`config.mk`:
```
export PLATFORM = sky130hd
export DESIGN_NAME = sync_edge_capture
export DESIGN_NICKNAME = d
export VERILOG_FILES = /design/src/rtl/sync_edge_pkg.sv /design/src/rtl/sync_filter.sv /design/src/rtl/sync_edge_capture.sv
export SDC_FILE = /design/constraint.sdc
export NUM_CORES = 1
export LEC_CHECK = 0
export BUFFER_PORTS_ARGS = -buffer_cell sky130_fd_sc_hd__buf_2
export CAP_MARGIN = 15
export CORE_MARGIN = 2
export CORE_UTILIZATION = 51
export CTS_CLUSTER_DIAMETER = 30
export CTS_CLUSTER_SIZE = 10
export DETAILED_ROUTE_END_ITERATION = 10
export PLACE_DENSITY = 0.78
export SYNTH_ARGS = -nofsm -noshare
export SYNTH_HDL_FRONTEND = slang
export SYNTH_SLANG_ARGS = --single-unit
```
`constraint.sdc`:
```
create_clock -name clock -period 2.54 [get_ports clock]
set_input_delay 0.762 -clock clock [delete_from_list [all_inputs] [get_ports clock]]
set_output_delay 0.762 -clock clock [all_outputs]
set_load 0.05 [all_outputs]
```
`src/rtl/sync_edge_pkg.sv`:
```
// Shared definitions for the multi-channel edge capture block.
//   edge_mode_e    : which level transition of a channel produces a pulse
//   ev_state_e     : event word handshake state
//   filt_cnt_width : width of the per-channel glitch filter counter
package sync_edge_pkg;

    typedef enum logic [1:0] {
        EdgeRising  = 2'd0,
        EdgeFalling = 2'd1,
        EdgeBoth    = 2'd2
    } edge_mode_e;

    typedef enum logic {
        StIdle  = 1'b0,
        StValid = 1'b1
    } ev_state_e;

    // A bypassed filter (0) still gets a 1-bit counter so the declaration stays legal.
    function automatic int unsigned filt_cnt_width(input int unsigned filter);
        return (filter == 0) ? 1 : $clog2(filter + 1);
    endfunction

endpackage

```
`src/rtl/sync_filter.sv`:
```
// One input channel: SYNC-flop synchroniser, glitch filter and edge pulse generator.
// Ports:
//   clock      in   system clock
//   reset      in   asynchronous active-high reset
//   in_async   in   asynchronous level input
//   out_level  out  filtered, synchronised level (registered)
//   out_pulse  out  one-cycle pulse on the selected edge of out_level (registered)
module sync_filter
    import sync_edge_pkg::*;
#(
    parameter int unsigned SYNC      = 2,
    parameter int unsigned FILTER    = 4,
    parameter edge_mode_e  EDGE_MODE = EdgeBoth
) (
    input  logic clock,
    input  logic reset,
    input  logic in_async,
    output logic out_level,
    output logic out_pulse
);

    localparam int unsigned     CntW    = filt_cnt_width(FILTER);
    localparam logic [CntW-1:0] CntLast = (FILTER == 0) ? '0 : CntW'(FILTER - 1);

    // Pure flop chain, nothing between stages.
    (* ASYNC_REG = "TRUE" *) logic [SYNC-1:0] sync_q;

    always_ff @(posedge clock or posedge reset) begin
        if (reset) begin
            sync_q <= '0;
        end else begin
            sync_q <= {sync_q[SYNC-2:0], in_async};
        end
    end

    logic            s;
    logic [CntW-1:0] cnt_q, cnt_d;
    logic            level_q, level_d;
    logic            pulse_q, pulse_d;
    logic            rise, fall;

    assign s = sync_q[SYNC-1];

    always_comb begin
        cnt_d   = '0;
        level_d = level_q;
        if (FILTER == 0) begin
            level_d = s;
        end else if (s != level_q) begin
            // Level only follows s after FILTER consecutive mismatching cycles.
            if (cnt_q == CntLast) begin
                level_d = s;
            end else begin
                cnt_d = cnt_q + 1'b1;
            end
        end

        rise = level_d & ~level_q;
        fall = ~level_d & level_q;
        case (EDGE_MODE)
            EdgeRising:  pulse_d = rise;
            EdgeFalling: pulse_d = fall;
            default:     pulse_d = rise | fall;
        endcase
    end

    always_ff @(posedge clock or posedge reset) begin
        if (reset) begin
            cnt_q   <= '0;
            level_q <= 1'b0;
            pulse_q <= 1'b0;
        end else begin
            cnt_q   <= cnt_d;
            level_q <= level_d;
            pulse_q <= pulse_d;
        end
    end

    assign out_level = level_q;
    assign out_pulse = pulse_q;

endmodule

```
`src/rtl/sync_edge_capture.sv`:
```
// Multi-channel synchroniser / debouncer / edge detector that merges detected edges into an
// event word delivered over a valid/ready handshake. Edges arriving while a word is presented
// accumulate in a pending word, so none are dropped; repeat edges on a bit are flagged as overflow.
// Ports:
//   clock        in   system clock
//   reset        in   asynchronous active-high reset
//   in_async     in   [CHANNELS] asynchronous level inputs
//   out_level    out  [CHANNELS] filtered, synchronised levels
//   out_pulse    out  [CHANNELS] one-cycle pulse per selected edge
//   ev_data      out  [CHANNELS] channels with an event since the last transfer
//   ev_overflow  out  an event was merged into an already-set bit
//   ev_valid     out  ev_data / ev_overflow are valid
//   ev_time      out  [TIME_BITS] timestamp of first pulse in word (SYNC_EDGE_TIMESTAMP_EN only)
//   ev_ready     in   consumer accepts the event word
// Build option: define SYNC_EDGE_TIMESTAMP_EN to add the free-running timestamp and ev_time.
module sync_edge_capture
    import sync_edge_pkg::*;
#(
    parameter int unsigned CHANNELS  = 8,
    parameter int unsigned SYNC      = 2,
    parameter int unsigned FILTER    = 4,
    parameter string       EDGE      = "BOTH",
    parameter int unsigned TIME_BITS = 32
) (
    input  logic                clock,
    input  logic                reset,
    input  logic [CHANNELS-1:0] in_async,
    output logic [CHANNELS-1:0] out_level,
    output logic [CHANNELS-1:0] out_pulse,
    output logic [CHANNELS-1:0] ev_data,
    output logic                ev_overflow,
    output logic                ev_valid,
`ifdef SYNC_EDGE_TIMESTAMP_EN
    output logic [TIME_BITS-1:0] ev_time,
`endif
    input  logic                ev_ready
);

    localparam edge_mode_e EdgeMode = (EDGE == "RISING")  ? EdgeRising  :
                                      (EDGE == "FALLING") ? EdgeFalling : EdgeBoth;

    for (genvar i = 0; i < CHANNELS; i++) begin : g_chan
        sync_filter #(
            .SYNC      (SYNC),
            .FILTER    (FILTER),
            .EDGE_MODE (EdgeMode)
        ) u_chan (
            .clock     (clock),
            .reset     (reset),
            .in_async  (in_async[i]),
            .out_level (out_level[i]),
            .out_pulse (out_pulse[i])
        );
    end

    ev_state_e           state_q;
    logic [CHANNELS-1:0] pending_q;
    logic                pend_ov_q;
    logic [CHANNELS-1:0] ev_data_q;
    logic                ev_overflow_q;
    logic                ev_valid_q;

    logic [CHANNELS-1:0] merged;
    logic                merge_ov;
    logic                data_ov;
    logic                handshake;
    logic                load;

    assign merged    = pending_q | out_pulse;
    assign merge_ov  = |(out_pulse & pending_q);
    assign data_ov   = |(out_pulse & ev_data_q);
    assign handshake = ev_valid_q & ev_ready;
    // New word is taken either from idle or in the accepting cycle (back-to-back, no bubble).
    assign load      = ((state_q == StIdle) || handshake) && (|merged);

    always_ff @(posedge clock or posedge reset) begin
        if (reset) begin
            state_q       <= StIdle;
            pending_q     <= '0;
            pend_ov_q     <= 1'b0;
            ev_data_q     <= '0;
            ev_overflow_q <= 1'b0;
            ev_valid_q    <= 1'b0;
        end else if (load) begin
            ev_data_q     <= merged;
            ev_overflow_q <= pend_ov_q | merge_ov;
            pending_q     <= '0;
            pend_ov_q     <= 1'b0;
            ev_valid_q    <= 1'b1;
            state_q       <= StValid;
        end else if (handshake) begin
            ev_valid_q <= 1'b0;
            state_q    <= StIdle;
        end else if (state_q == StValid) begin
            // Presented word stays frozen; new edges collect in pending.
            pending_q <= merged;
            pend_ov_q <= pend_ov_q | merge_ov | data_ov;
        end
    end

    assign ev_data     = ev_data_q;
    assign ev_overflow = ev_overflow_q;
    assign ev_valid    = ev_valid_q;

`ifdef SYNC_EDGE_TIMESTAMP_EN
    logic [TIME_BITS-1:0] time_q;
    logic [TIME_BITS-1:0] pend_time_q;
    logic [TIME_BITS-1:0] ev_time_q;

    always_ff @(posedge clock or posedge reset) begin
        if (reset) begin
            time_q      <= '0;
            pend_time_q <= '0;
            ev_time_q   <= '0;
        end else begin
            time_q <= time_q + 1'b1;
            if (load) begin
                // A non-empty pending word already recorded when its first pulse arrived.
                ev_time_q <= (|pending_q) ? pend_time_q : time_q;
            end else if ((state_q == StValid) && !handshake && (pending_q == '0) &&
                         (|out_pulse)) begin
                pend_time_q <= time_q;
            end
        end
    end

    assign ev_time = ev_time_q;
`endif

endmodule
```
After elaboration in Yosys (flattened, before gate mapping). Index checks and enable logic that the tools add are counted. W data, S select, Z words.

Word-level logic and storage cells: 157. Memories kept: 0. Register bits: 75. Memory bits (writable): 0. Output and inout bits: 26. Bits in latches: 0. Bits of input ports: 11. ROM bits: 0.

Div/mod/pow operators: 0. $mul: 0. Bitwise gates (word level): 47. $add $sub $neg: 8. Multiplexer cells: 40. Shift-type cells: 0. Reductions and logical operators: 8. Order comparisons: 0. Eq/ne operators: 17.

Operators by type and width (count): $mux W3 (16); $add A3 B1 Y3 const B (8); $eq A3 B2 Y1 const B (8); $mux W8 (3); $reduce_or A8 Y1 (3); $mux W1 (21); $and A1 B1 Y1 (17); $not A1 Y1 (17); $and A8 B8 Y8 (2); $or A1 B1 Y1 (10); $ne A1 B1 Y1 (8); $or A8 B8 Y8 (1); $reduce_bool A2 Y1 (2); $ne A2 B1 Y1 const B (1); $reduce_and A2 Y1 (1); $logic_and A1 B1 Y1 (1); $logic_or A1 B1 Y1 (1).

Depth between registers and ports, before layout. Gate-level depths: netlist of the first run.

Word-level depth: 7. Gate-level depth with buffers: 5. Mapped depth without buffers: 4.

By module. Synthesis of the first run repeated with hierarchy kept, for this count alone.

Cells, all modules: 206. Area total of the unflattened synthesis: 2937.8 µm².

By module, submodules not included: sync_filter (area an instance 260.2 µm², instances 8, cells an instance 16, seq. area each 175.2 µm²); sync_edge_capture (area an instance 855.8 µm², instances 1, cells an instance 78, seq. area each 475.5 µm²).

Least setup slack after synthesis of the first run. No wires, ideal clock.

Kind: in2reg. From: input port ev_ready. To: register pending_q[0]. Arrival time: 1459 ps. Data required time: 2468 ps. Library setup time: 72 ps. Stages on the path: 4. Buffers on the path: 1. Setup slack: 1009 ps. Cells stage by stage: nor2b_1 -> clkbuf_1 -> a21oi_1 -> nor2_1.

Word-level cells in the longest chain between the ends: 5. Elaborated cells on any way between the ends: 7. Classes of those cells: 1 x eq/ne; 1 x mux; 1 x bitwise; 4 x reduce/logical.

RTL lines: start, declared (line sync_edge_capture.sv:36) `input logic ev_ready`; $and A1 B1 Y1 * (line sync_edge_capture.sv:72) `assign handshake = ev_valid_q & ev_ready;`; $logic_or A1 B1 Y1 (line sync_edge_capture.sv:74) `assign load = ((state_q == StIdle) || handshake) && (|merged);`; $logic_and A1 B1 Y1 (line sync_edge_capture.sv:74); $ne A2 B1 Y1 (no source line) / $reduce_bool A2 Y1 (equally long branches); $reduce_and A2 Y1 (no source line); end signal, assigned (line sync_edge_capture.sv:96) `pending_q <= merged;`; end, declared (line sync_edge_capture.sv:57) `logic [CHANNELS-1:0] pending_q;`.

Every way passes the cells marked *; elsewhere a longest branch is shown, timed or not. A chain may end at the register's enable or synchronous reset.

Final worst setup path of the first run.
From: register g_chan[6].u_chan.pulse_q. To: output port out_pulse[6].

RTL lines: start, declared (line sync_filter.sv:39) `logic pulse_q, pulse_d;`; start signal, assigned (line sync_filter.sv:75) `pulse_q <= pulse_d;`; end, declared (line sync_edge_capture.sv:29) `output logic [CHANNELS-1:0] out_pulse,`.

No word-level cell between the ends.

==> results by stage, run 1 <==
Outcome:
- The flow ran to the end, and the final reports show no timing, DRC or antenna violations.

Timing:
- The share of the cycle needed by the critical path after routing is 72.8%.
- Counting I/O delays and the setup requirement, the final critical path takes 1.85 ns.
- After routing, the total negative slack on setup checks comes to 0 ns.
- The hold violation total from the final report is 0.
- The number of max-slew violations in the final report was 0.
- Hold timing on the final database bottoms out at a slack of 0.349 ns.
- The achievable frequency is 0.541 GHz.
- Setup violations remaining at the end of the flow were counted as 0.
- The worst pin sits at a relative slew slack of 58.9%.
- The worst clock skew on the final layout is 0.00998 ns.
- The transition time at the pin with the least slew margin is 0.615 ns.
- Setup repair after global routing left no endpoint under its margin.

Worst setup path:
- Counting both buffers and inverters, the worst setup path holds a total of 1.
- The worst path required time is 1.78 ns.
- The most critical setup path has its endpoint at out_pulse[6].
- STA puts the critical path data arrival time at 1.09 ns.
- The critical path is of the reg2out type.
- STA classifies the critical path endpoint as an output pin.
- In this run the number of cells on the critical path is 1.
- The longest individual stage delay on the worst path is 0.45 ns.
- In this run the critical register-to-register path is launched from g_chan[5].u_chan.out_pulse.
- The slowest cell on the critical path is sky130_fd_sc_hd__dfrtp_1.
- The nature of the critical path startpoint is a register.
- In this run the worst path has a maximum fanout of 5.
- The kind of cell with the highest combined delay on the critical path is flip-flops.
- The worst register-to-register path has a depth of 4.
- The endpoint of the worst-slack reg-to-reg timing path is ev_data[3].
- Walking the worst path, the cells encountered are buf_2.
- The critical path starts at g_chan[6].u_chan.out_pulse.
- The worst setup slack for register-to-register paths is 0.97 ns.

Finish:
- Leaving out fill and tap cells, the most frequent cell in the layout is sky130_fd_sc_hd__dfrtp_1.
- The layout filler cell count is 466.
- The repair_antennas step left the layout with diodes totalling 0.
- In the final layout, flip-flops and latches occupy 1880 µm².
- Of the cells placed in the final design, the portion with a size suffix greater than 1 is 24.2%.
- From synthesis to final layout, the design area changed by 12.8%.
- The multi-input combinational cells in the finished layout cover a total of 886 µm².
- In the layout the commonest cells are sky130_fd_sc_hd__dfrtp_1, sky130_fd_sc_hd__buf_2, sky130_fd_sc_hd__nor2_1, sky130_fd_sc_hd__clkbuf_8, sky130_fd_sc_hd__nor3b_1.
- After routing the design area is 3320 µm².
- The net total in the final layout is 278.

Clock tree:
- The TritonCTS buffer count is 9.
- The count of hold-fix buffers inserted at cts is 0.
- At the later pin of the worst-skew pair, clock insertion delay measures 0.34 ns.
- The quantity of gates resized following cts is 0.
- The clock tree buffer depth is 2.
- TritonCTS built the clock tree.
- After clock tree synthesis, the setup repair step added 0 buffers.
- The number of levels the H-tree was split into is 3.
- The buffer type at the clock tree root is sky130_fd_sc_hd__clkbuf_8.
- The clock net in this run drives a total of 75 sinks.
- Clock-pin slew was measured on the worst setup and hold paths at 0.07 ns.

Drt:
- The per-cell routed wire length is 13.3 µm.
- The first TritonRoute pass finished after 4 iterations.
- The total number of vias is 1690.
- The mean number of vias per cell is 5.03.
- The routed design has 4.48 mm of wire.
- The detailed router finished its first iteration with 138 violations.
- The count of nets left with antenna violations once routing finished came out at 0.
- In the routed design, unresolved DRC markers number 0.

Power and ir drop:
- The largest vdd supply drop is 1120 µV.
- For this design the ratio of total power to cell area is 1260 nW/µm².
- The analysis attributes to cell leakage a power of 1.63 nW.

Synthesis:
- Synthesis produced 227 cells.
- Of the post-synthesis cell area, the dominant cell type holds 63.9%.
- By area the synthesized netlist is led by sky130_fd_sc_hd__dfrtp_1, sky130_fd_sc_hd__buf_4, sky130_fd_sc_hd__nor2_1.
- The sequential share of the synthesized area is 63.9%.
- The most instantiated flip-flop cell in the synthesis netlist is sky130_fd_sc_hd__dfrtp_1.
- The average footprint of a synthesized cell is 12.9 µm².
- The post-synthesis cell type with the largest combined area is sky130_fd_sc_hd__dfrtp_1.
- The number of nets handed over by synthesis was 246.
- After synthesis, the share of flip-flops with an asynchronous set or reset is 100%.
- In this run the cell area of the synthesized design comes to 2940 µm².
- Synthesis inferred 75 register bits.
- The synthesized design contains 0 enable-type register cells.
- The number of different library cells used by synthesis comes to 26.
- The Yosys step of the flow raised 0 warnings.

Flow run:
- The tool flagged a number of max-cap violations equal to 0.

GRT:
- After global routing the overflow that remains totals 0.
- The number of global-route vias before repair is 1688.
- The number of antenna violations at the first check in global routing is 0.
- The wire length of the first global-routing pass is 7.73 mm.
- Across every metal layer, demand over resource in global routing totals 16.3%.
- The maximum number of pins on one net before global-route repair is 35.

Placed design:
- In this run the tool buffered the top-level ports with 36 buffer cells.
- The wire-length estimate of the detail-placed layout is 3.21 mm.
- Summing all placed instances gives a cell area of 3110 µm².
- Routability-driven placement finished with a final weighted congestion of 0.776.

Floorplan:
- The initial utilization of the core area, before any placement, comes to 53.0%.
- The area of the core is 5540 µm².
- The floorplan step set the die width to 79.9 µm.
- The floorplan has 27 rows.
- The die covers 6390 µm².
- The I/O pin count is 37.
- The overall die height is 79.9 µm.

Worst hold path:
- The tightest min-delay check is of the reg2reg type.
metrics by stage:
stage | util, % | power (mW) | setup WS, ns | std cells
floorplan | - | 3.13 | 0.938 | 227
global placement | 56.1 | 3.23 | 0.839 | 320
detailed placement | 56.1 | 3.28 | 0.820 | 320
CTS | 59.8 | 4.21 | 0.682 | 336
global route | 59.8 | 4.44 | 0.632 | 336
finish | 59.8 | 4.18 | 0.691 | 336
where the power goes:
part / internal, mW / total, mW / switching, mW
clock network: 0.536 / 0.930 / 0.394
registers: 1.47 / 1.66 / 0.195
logic: 0.578 / 1.59 / 1.01
total: 2.58 / 4.18 / 1.60
cell type report:
cell class / count / share of cell area (%)
inverter: 10 / 1.25
sequential: 75 / 56.6
multi-input combinational: 124 / 26.7
clock buffer: 15 / 5.32
timing repair buffer: 39 / 6.49
tap: 72 / 2.72
clock inverter: 1 / 0.906
cell usage after synthesis (2+ instances only):
cell type / number
sky130_fd_sc_hd__a21oi_1: 8
sky130_fd_sc_hd__a22oi_1: 6
sky130_fd_sc_hd__a31oi_1: 2
sky130_fd_sc_hd__and3_1: 5
sky130_fd_sc_hd__and4_4: 2
sky130_fd_sc_hd__buf_4: 16
sky130_fd_sc_hd__dfrtp_1: 75
sky130_fd_sc_hd__ha_1: 8
sky130_fd_sc_hd__inv_1: 10
sky130_fd_sc_hd__mux2_2: 8
sky130_fd_sc_hd__mux2i_1: 9
sky130_fd_sc_hd__nand2_1: 5
sky130_fd_sc_hd__nand2b_1: 8
sky130_fd_sc_hd__nor2_1: 29
sky130_fd_sc_hd__nor2b_1: 4
sky130_fd_sc_hd__nor3b_1: 11
sky130_fd_sc_hd__xnor2_1: 8
sky130_fd_sc_hd__xor2_1: 5
layer usage:
layer,share of wire (%),wire length [µm],GRT usage (%)
met5,0,0,0
met1,47,2100,21.6
met3,6.6,294,7.01
met2,45,2020,23.3
met4,1.5,67,7.12
registers in the layout, summed over array words and instances (netlist names), 8 cells and up:
name	count
g_chan.u_chan.sync_q	16
g_chan.u_chan.out_level	8
pending_q	8
g_chan.u_chan.cnt_q	24
ev_data	8
g_chan.u_chan.out_pulse	8
worst min-delay path by stage:
stage / startpoint / to / cells after the start
6_report: g_chan[4].u_chan.sync_q[0] / g_chan[4].u_chan.sync_q[1] / 0
4_1_cts: g_chan[0].u_chan.sync_q[0] / g_chan[0].u_chan.sync_q[1] / 0
2_1_floorplan: g_chan[0].u_chan.sync_q[0] / g_chan[0].u_chan.sync_q[1] / 0
5_1_grt: g_chan[2].u_chan.sync_q[0] / g_chan[2].u_chan.sync_q[1] / 0
3_3_place_gp: g_chan[4].u_chan.sync_q[0] / g_chan[4].u_chan.sync_q[1] / 0
3_5_place_dp: g_chan[2].u_chan.sync_q[0] / g_chan[2].u_chan.sync_q[1] / 0
cell families (layout without fill, tap and decap cells):
| kind of cell | after synthesis | in the layout | share of synthesized area (%) |
|---|---|---|---|
| compound gates | 19 | 19 | 4.47 |
| buf+inv | 28 | 65 | 6.00 |
| fa+ha+maj | 8 | 8 | 3.41 |
| simple gates | 67 | 67 | 12.3 |
| flops | 75 | 75 | 63.9 |
| mux | 17 | 17 | 6.13 |
| xor+xnor | 13 | 13 | 3.87 |
(Power assumes the default switching activity.)
==> run 2, diff against run 1 <==
==> constraint.sdc (replaced) <==
create_clock -name clock -period 1.5 [get_ports clock]
set_input_delay 0.45 -clock clock [delete_from_list [all_inputs] [get_ports clock]]
set_output_delay 0.45 -clock clock [all_outputs]
set_load 0.05 [all_outputs]
==> results by stage, run 2 (synthesis gave the netlist of run 1 again) <==
Finish:
- The net total in the final layout is 288 (+3.6%).
- The fraction of final layout cells with drive strength greater than 1 was 28.8% (+4.6 points).
- The number of flip-flops in the largest register came to 24 (unchanged).
- The number of diodes added for antenna fixing is 0 (unchanged).
- Leaving out fill and tap cells, the most frequent cell in the layout is sky130_fd_sc_hd__dfrtp_1.
- The register with the most flip-flops is g_chan.u_chan.cnt_q.
- The area growth from synthesis to layout is 19.8%.
- The layout filler cell count is 431 (-7.5%).
- The total non-filler cell area in the finished layout is 3520 µm² (+6.2%).
- The number of non-filler instances in the completed layout was 346 (+3.0%).
- The utilization after layout is 63.6% (+3.7 points).
- In the final layout, the registers with the most flip-flops are g_chan.u_chan.cnt_q x24, g_chan.u_chan.sync_q x16.
- In the layout the commonest cells are sky130_fd_sc_hd__dfrtp_1, sky130_fd_sc_hd__nor2_1, sky130_fd_sc_hd__buf_2, sky130_fd_sc_hd__buf_4.

Worst setup path:
- The signal arrival time at the worst endpoint was 1.02 ns (-0.07 ns).
- In this design, the largest share of critical-path delay is due to flip-flops.
- The worst setup path is launched from a register.
- The number of buffers and inverters on the critical path is 2 (+1).
- The critical path class is reg2out.
- The kind of capture point of the worst setup path is an output pin.
- Traced cell by cell, the critical path runs through buf_6 -> buf_8.
- The worst path required time came to 1.05 ns (-0.73 ns).
- The slowest cell on the critical path is sky130_fd_sc_hd__dfrtp_1.
- The longest individual stage delay on the worst path is 0.41 ns (-0.04 ns).
- The maximum net fanout on the critical path is 3 (-2).

Placed design:
- The instance count after placement with tap cells included was 327 (+2.2%).
- The port buffer count is 36 (unchanged).
- The instance area at placement came to 3170 µm² (+2.1%).
- The detailed placement HPWL was 3.42 mm (+6.7%).
- The placer congestion estimate is 0.798 (+2.8%).
- The setup slack at placement is 0.0609 ns (-0.760 ns).

Drt:
- The initial detailed-routing violation count is 129 (-6.5%).
- The remaining design rule violation count came to 0 (unchanged).
- The total number of vias was 1739 (+2.9%).
- The final routed wirelength across all metal layers is 4.79 mm (+7.1%).
- The number of nets still failing antenna checks after routing is 0 (unchanged).
- The mean number of vias per cell is 5.03 (about the same).
- The first-pass iteration count of the detailed router came to 4 (unchanged).
- The per-cell routed wire length is 13.9 µm (+4.0%).

Power and ir drop:
- The total power density per cell area is 2140 nW/µm² (+69%).
- The part of the total power dissipated in sequential elements was 37.6% (-2.2 points).
- The combinational cell fraction of total power is 39.4% (+1.5 points).
- The internal power consumption is 4.73 mW (+83%).
- The switching power as a share of total power is 37.1% (-1.1 points).
- The total power draw was 7.52 mW (+80%).
- The leakage power figure is 1.71 nW (+4.7%).
- The largest vdd supply drop is 1350 µV (+20%).
- The power share of the clock group is 23.1% (+0.9 points).
- The switching power is 2.79 mW (+75%).

Clock tree:
- The TritonCTS buffer count is 9 (unchanged).
- The number of levels the H-tree was split into is 3 (unchanged).
- The CTS tree is done.
- The number of clock sinks was 75 (unchanged).
- The clock tree buffer depth was 2 (unchanged).
- The clock edge transition at the registers on the reported setup and hold paths is 0.08 ns (about the same).
- The clock network latency to the later pin of the worst-skew pair is 0.34 ns (about the same).
- The buffer type at the clock tree root is sky130_fd_sc_hd__clkbuf_8.

Floorplan:
- The area of the core was 5540 µm² (unchanged).
- The number of core rows came to 27 (unchanged).
- The full die area is 6390 µm² (unchanged).
- The I/O pin count is 37 (unchanged).
- The starting utilization of the core area is 53.0% (unchanged).
- The overall die height came to 79.9 µm (unchanged).
- The die span in x was 79.9 µm (unchanged).

Timing:
- Setup repair after global routing could not meet its margin everywhere.
- The remaining max-slew budget at the tightest pin is 76.4% (+17 points).
- The total of endpoints with negative setup slack in the final report is 0 (unchanged).
- The worst clock skew on the final layout is 0.00903 ns (-0.000953 ns).
- The number of max-slew violations in the final report is 0 (unchanged).
- The setup TNS after final layout is 0 ns (unchanged).
- The minimum clock period after layout is 1.47 ns.
- The worst hold slack across all endpoints came to 0.0744 ns (-0.274 ns).
- The hold violation total from the final report was 0 (unchanged).
- The share of the cycle needed by the critical path after routing is 98.2%.
- The final worst setup slack is 0.0268 ns (-0.664 ns).
- The transition time at the pin with the least slew margin was 0.352 ns (-0.264 ns).
- Derived from the worst setup path, the maximum achievable clock frequency is 0.679 GHz.

GRT:
- The number of global-route vias before repair is 1739 (+3.0%).
- The total routing usage reported by global routing is 17.3% (+1.0 points).
- The wire length of the first global-routing pass came to 8.18 mm (+5.9%).
- The global route total overflow is 0 (unchanged).
- The number of antenna violations at the first check in global routing is 0 (unchanged).
- The maximum number of pins on one net before global-route repair was 35 (unchanged).

Worst hold path:
- The kind of path behind the tightest hold check is in2async.

Outcome:
- The run finished with clean final reports.

Flow run:
- The max-capacitance violation count is 0 (unchanged).
-- run 2: worst reg2reg max path, cell delays in order, from the launching register on --
cell and delay (ns):
sky130_fd_sc_hd__dfrtp_1 0.40, sky130_fd_sc_hd__buf_4 0.14, sky130_fd_sc_hd__nor2_1 0.13, sky130_fd_sc_hd__and4_4 0.27, sky130_fd_sc_hd__a21oi_4 0.06, sky130_fd_sc_hd__buf_4 0.19
sky130_fd_sc_hd__mux2i_1 0.13
-- run 2: worst paths after layout --
kind / startpoint / endpoint / slack, ns / cells after the start
worst max-delay path: g_chan[0].u_chan.out_pulse / out_pulse[0] / 0.03 / 2
worst min-delay path: reset / g_chan[6].u_chan.sync_q[0] / 0.07 / 2
worst max register to register: g_chan[6].u_chan.out_pulse / ev_data[4] / 0.06 / 6
worst min register to register: g_chan[2].u_chan.sync_q[0] / g_chan[2].u_chan.sync_q[1] / 0.35 / 0
max in group asynchronous: reset / g_chan[7].u_chan.out_pulse / 0.94 / 3
min in group clock: in_async[6] / g_chan[6].u_chan.sync_q[0] / 0.21 / 1
-- run 2: area by class of cell --
class	instances	area, µm²	share of cell area (%)
clock buffer	12	155	4.40
clock inverter	4	72.6	2.06
inverter	10	41.3	1.17
multi-input combinational	124	891	25.3
sequential	75	1880	53.4
tap	72	90.1	2.56
timing repair buffer	49	393	11.2
-- run 2: per-layer routing --
metal / track usage [%] / up-vias / routed length [µm]
li1: - / 833 / -
met1: 22.5 / 855 / 2080
met2: 25.7 / 45 / 2350
met3: 5.09 / 6 / 300
met4: 10.2 / 0 / 65
met5: 0 / - / 0
-- run 2: timing repair --
item / 4_1_cts / 5_1_grt
resized for setup: 16 / 16
cloned: 0 / 0
pin swaps: 0 / 2
hold buffers: 0 / 0
setup buffers: 0 / 3
setup endpoints to repair: 9 / 14
-- run 2: power groups by stage --
stage          Combinational, mW  Sequential, mW  Clock, mW
6_report                    2.96            2.83       1.74
5_1_grt                     3.23            2.89       1.87
4_1_cts                     2.91            2.82       1.77
3_5_place_dp                2.84            2.85          0
3_3_place_gp                2.79            2.83          0
2_1_floorplan               2.35            2.96          0
==> run 3, diff against run 2 <==
--- a/config.mk
+++ b/config.mk
@@ -7,7 +7,7 @@
 export LEC_CHECK = 0
 export BUFFER_PORTS_ARGS = -buffer_cell sky130_fd_sc_hd__buf_2
 export CAP_MARGIN = 15
-export CORE_MARGIN = 2
+export CORE_ASPECT_RATIO = 1.25
 export CORE_UTILIZATION = 51
 export CTS_CLUSTER_DIAMETER = 30
 export CTS_CLUSTER_SIZE = 10
==> results by stage, run 3 (synthesis gave the netlist of run 1 again) <==
Outcome:
- The run finished with clean final reports.

Drt:
- The per-cell routed wire length is 14.3 µm (+3.4%).
- The total number of vias is 1732 (-0.40%).
- The initial detailed-routing violation count came to 99 (-23%).
- The mean number of vias per cell is 5.19 (+3.2%).
- The first-pass iteration count of the detailed router is 4 (unchanged).
- The remaining design rule violation count is 0 (unchanged).
- The number of nets still failing antenna checks after routing is 0 (unchanged).
- The final routed wirelength across all metal layers is 4.79 mm (-0.15%).

GRT:
- The total routing usage reported by global routing is 18.4% (+1.1 points).
- The wire length of the first global-routing pass is 8.35 mm (+2.0%).
- The maximum number of pins on one net before global-route repair came to 29 (-17%).
- The global route total overflow came to 0 (unchanged).
- The number of antenna violations at the first check in global routing came to 0 (unchanged).
- The number of global-route vias before repair is 1840 (+5.8%).

Worst setup path:
- The longest individual stage delay on the worst path is 0.38 ns (-0.03 ns).
- The worst setup slack for register-to-register paths is 0.06 ns (about the same).
- The launch point of the worst reg-to-reg path is g_chan[0].u_chan.out_pulse.
- The endpoint of the worst-slack reg-to-reg timing path is ev_data[5].
- The number of buffers and inverters on the critical path is 1 (-1).
- The cell depth of the worst flop-to-flop path is 6 (unchanged).
- The signal arrival time at the worst endpoint is 1.02 ns (about the same).
- The first element of the critical path is ev_data[5].
- The worst path required time is 1.05 ns (about the same).
- The maximum net fanout on the critical path is 3 (unchanged).
- The critical path class is reg2out.
- The kind of cell with the highest combined delay on the critical path is flip-flops.
- The signal on the critical path passes through buf_2.
- For this design, the slowest cell found on the critical path is sky130_fd_sc_hd__dfrtp_1.
- The nature of the critical path startpoint is a register.
- The worst setup path is captured at an output pin.

Finish:
- In the final layout, the registers with the most flip-flops are g_chan.u_chan.cnt_q x24, g_chan.u_chan.sync_q x16.
- The utilization after layout is 62.7% (-0.90 points).
- The fraction of final layout cells with drive strength greater than 1 is 27.4% (-1.4 points).
- The number of diodes added for antenna fixing was 0 (unchanged).
- The register with the most flip-flops is g_chan.u_chan.cnt_q.
- The net total in the final layout is 285 (-1.0%).
- The library cell used most frequently in the layout, excluding fill and tap cells, is sky130_fd_sc_hd__dfrtp_1.
- The layout overhead on the synthesized area is 16.9%.
- The number of flip-flops in the largest register is 24 (unchanged).
- The layout filler cell count came to 422 (-2.1%).
- In the layout the commonest cells are sky130_fd_sc_hd__dfrtp_1, sky130_fd_sc_hd__nor2_1, sky130_fd_sc_hd__buf_2, sky130_fd_sc_hd__buf_4.

Placed design:
- The port buffer count is 36 (unchanged).
- The detailed placement HPWL is 3.57 mm (+4.5%).
- The placer congestion estimate came to 0.784 (-1.8%).

Timing:
- The share of the cycle needed by the critical path after routing came to 97.8% (-0.43 points).
- The minimum clock period after layout is 1.47 ns (-0.00651 ns).
- The transition time at the pin with the least slew margin is 0.426 ns (+0.0743 ns).
- The remaining max-slew budget at the tightest pin is 71.6% (-4.8 points).
- The achievable frequency is 0.682 GHz (+0.44%).
- The worst hold slack across all endpoints was 0.106 ns (+0.0315 ns).
- The number of max-slew violations in the final report is 0 (unchanged).
- Setup repair after global routing could not meet its margin everywhere.
- The hold violation total from the final report was 0 (unchanged).
- The worst clock skew on the final layout is 0.00511 ns (-0.00392 ns).
- The total of endpoints with negative setup slack in the final report came to 0 (unchanged).

Floorplan:
- The starting utilization of the core area is 53.6% (+0.58 points).
- The I/O pin count came to 37 (unchanged).
- The number of core rows is 30 (+11%).
- The die span in x came to 69.9 µm (-13%).
- The overall die height was 86.9 µm (+8.7%).
- The full die area is 6070 µm² (-4.9%).
- The area of the core came to 5480 µm² (-1.1%).

Clock tree:
- The number of clock sinks is 75 (unchanged).
- CTS placed an instance of sky130_fd_sc_hd__clkbuf_8 at the clock tree root.
- The CTS tree is done.
- The TritonCTS buffer count came to 9 (unchanged).
- The clock network latency to the later pin of the worst-skew pair is 0.34 ns (about the same).
- The number of levels the H-tree was split into is 3 (unchanged).
- The clock tree buffer depth is 2 (unchanged).
- The count of hold-fix buffers inserted at cts is 0 (unchanged).
- The clock edge transition at the registers on the reported setup and hold paths is 0.07 ns (about the same).

Power and ir drop:
- The part of the total power dissipated in sequential elements is 38.7% (+1.1 points).
- The power share of the clock group is 20.7% (-2.4 points).
- The switching power is 2.78 mW (-0.28%).
- The largest vdd supply drop is 1350 µV (+0.42%).
- The leakage power figure is 1.68 nW (-1.9%).
- The internal power consumption is 4.53 mW (-4.3%).
- The total power density per cell area is 2130 nW/µm² (-0.31%).
- The combinational cell fraction of total power was 40.6% (+1.2 points).
- The switching power as a share of total power is 38.1% (+0.96 points).

Flow run:
- The max-capacitance violation count is 0 (unchanged).

Worst hold path:
- The kind of path behind the tightest hold check is in2async.
run 3: how the worst max path moves through the flow:
stage / to / cells after the start / slack (ns)
final: ev_data[5] / 1 / 0.03
after global routing: out_pulse[2] / 2 / -0.02
after CTS: out_level[1] / 1 / 0.0004
after detailed placement: ev_data[5] / 6 / 0.1
after global placement: ev_overflow / 6 / 0.11
after floorplan: ev_data[0] / 4 / 0.02
run 3: final cells by class:
cell class | instances | area (µm²) | share of cell area (%)
clock buffer | 13 | 159 | 4.63
clock inverter | 2 | 35.0 | 1.02
inverter | 10 | 41.3 | 1.20
multi-input combinational | 124 | 891 | 25.9
sequential | 75 | 1880 | 54.7
tap | 64 | 80.1 | 2.33
timing repair buffer | 46 | 349 | 10.2
run 3: power by group through the flow:
stage	registers [mW]	clock network, mW	logic, mW
floorplan	2.96	0	2.35
global placement	2.83	0	2.79
detailed placement	2.86	0	2.87
CTS	2.83	1.54	2.93
global route	2.90	1.62	3.19
finish	2.83	1.51	2.97
run 3: layer usage:
| layer | routed length [µm] | global-route usage (%) | vias to the layer above |
|---|---|---|---|
| li1 | - | - | 827 |
| met1 | 1940 | 21.9 | 845 |
| met2 | 2380 | 29.5 | 45 |
| met3 | 320 | 5.32 | 15 |
| met4 | 144 | 12.2 | 0 |
| met5 | 0 | 0 | - |
run 3: stage by stage:
stage               setup TNS [ns]  power, mW  area [µm²]  std cells  setup slack [ns]
global route               -0.0199       7.72        3430        334           -0.0199
floorplan                        0       5.30        2940        227            0.0228
detailed placement               0       5.74        3160        318            0.0966
finish                           0       7.31        3430        334            0.0333
global placement                 0       5.62        3160        318             0.105
CTS                              0       7.29        3390        333          0.000407
run 3: what timing repair did:
item	in CTS	in global routing
setup buffers	0	1
gates resized for setup	13	15
endpoints found under the setup margin	10	13
pin swaps	0	1
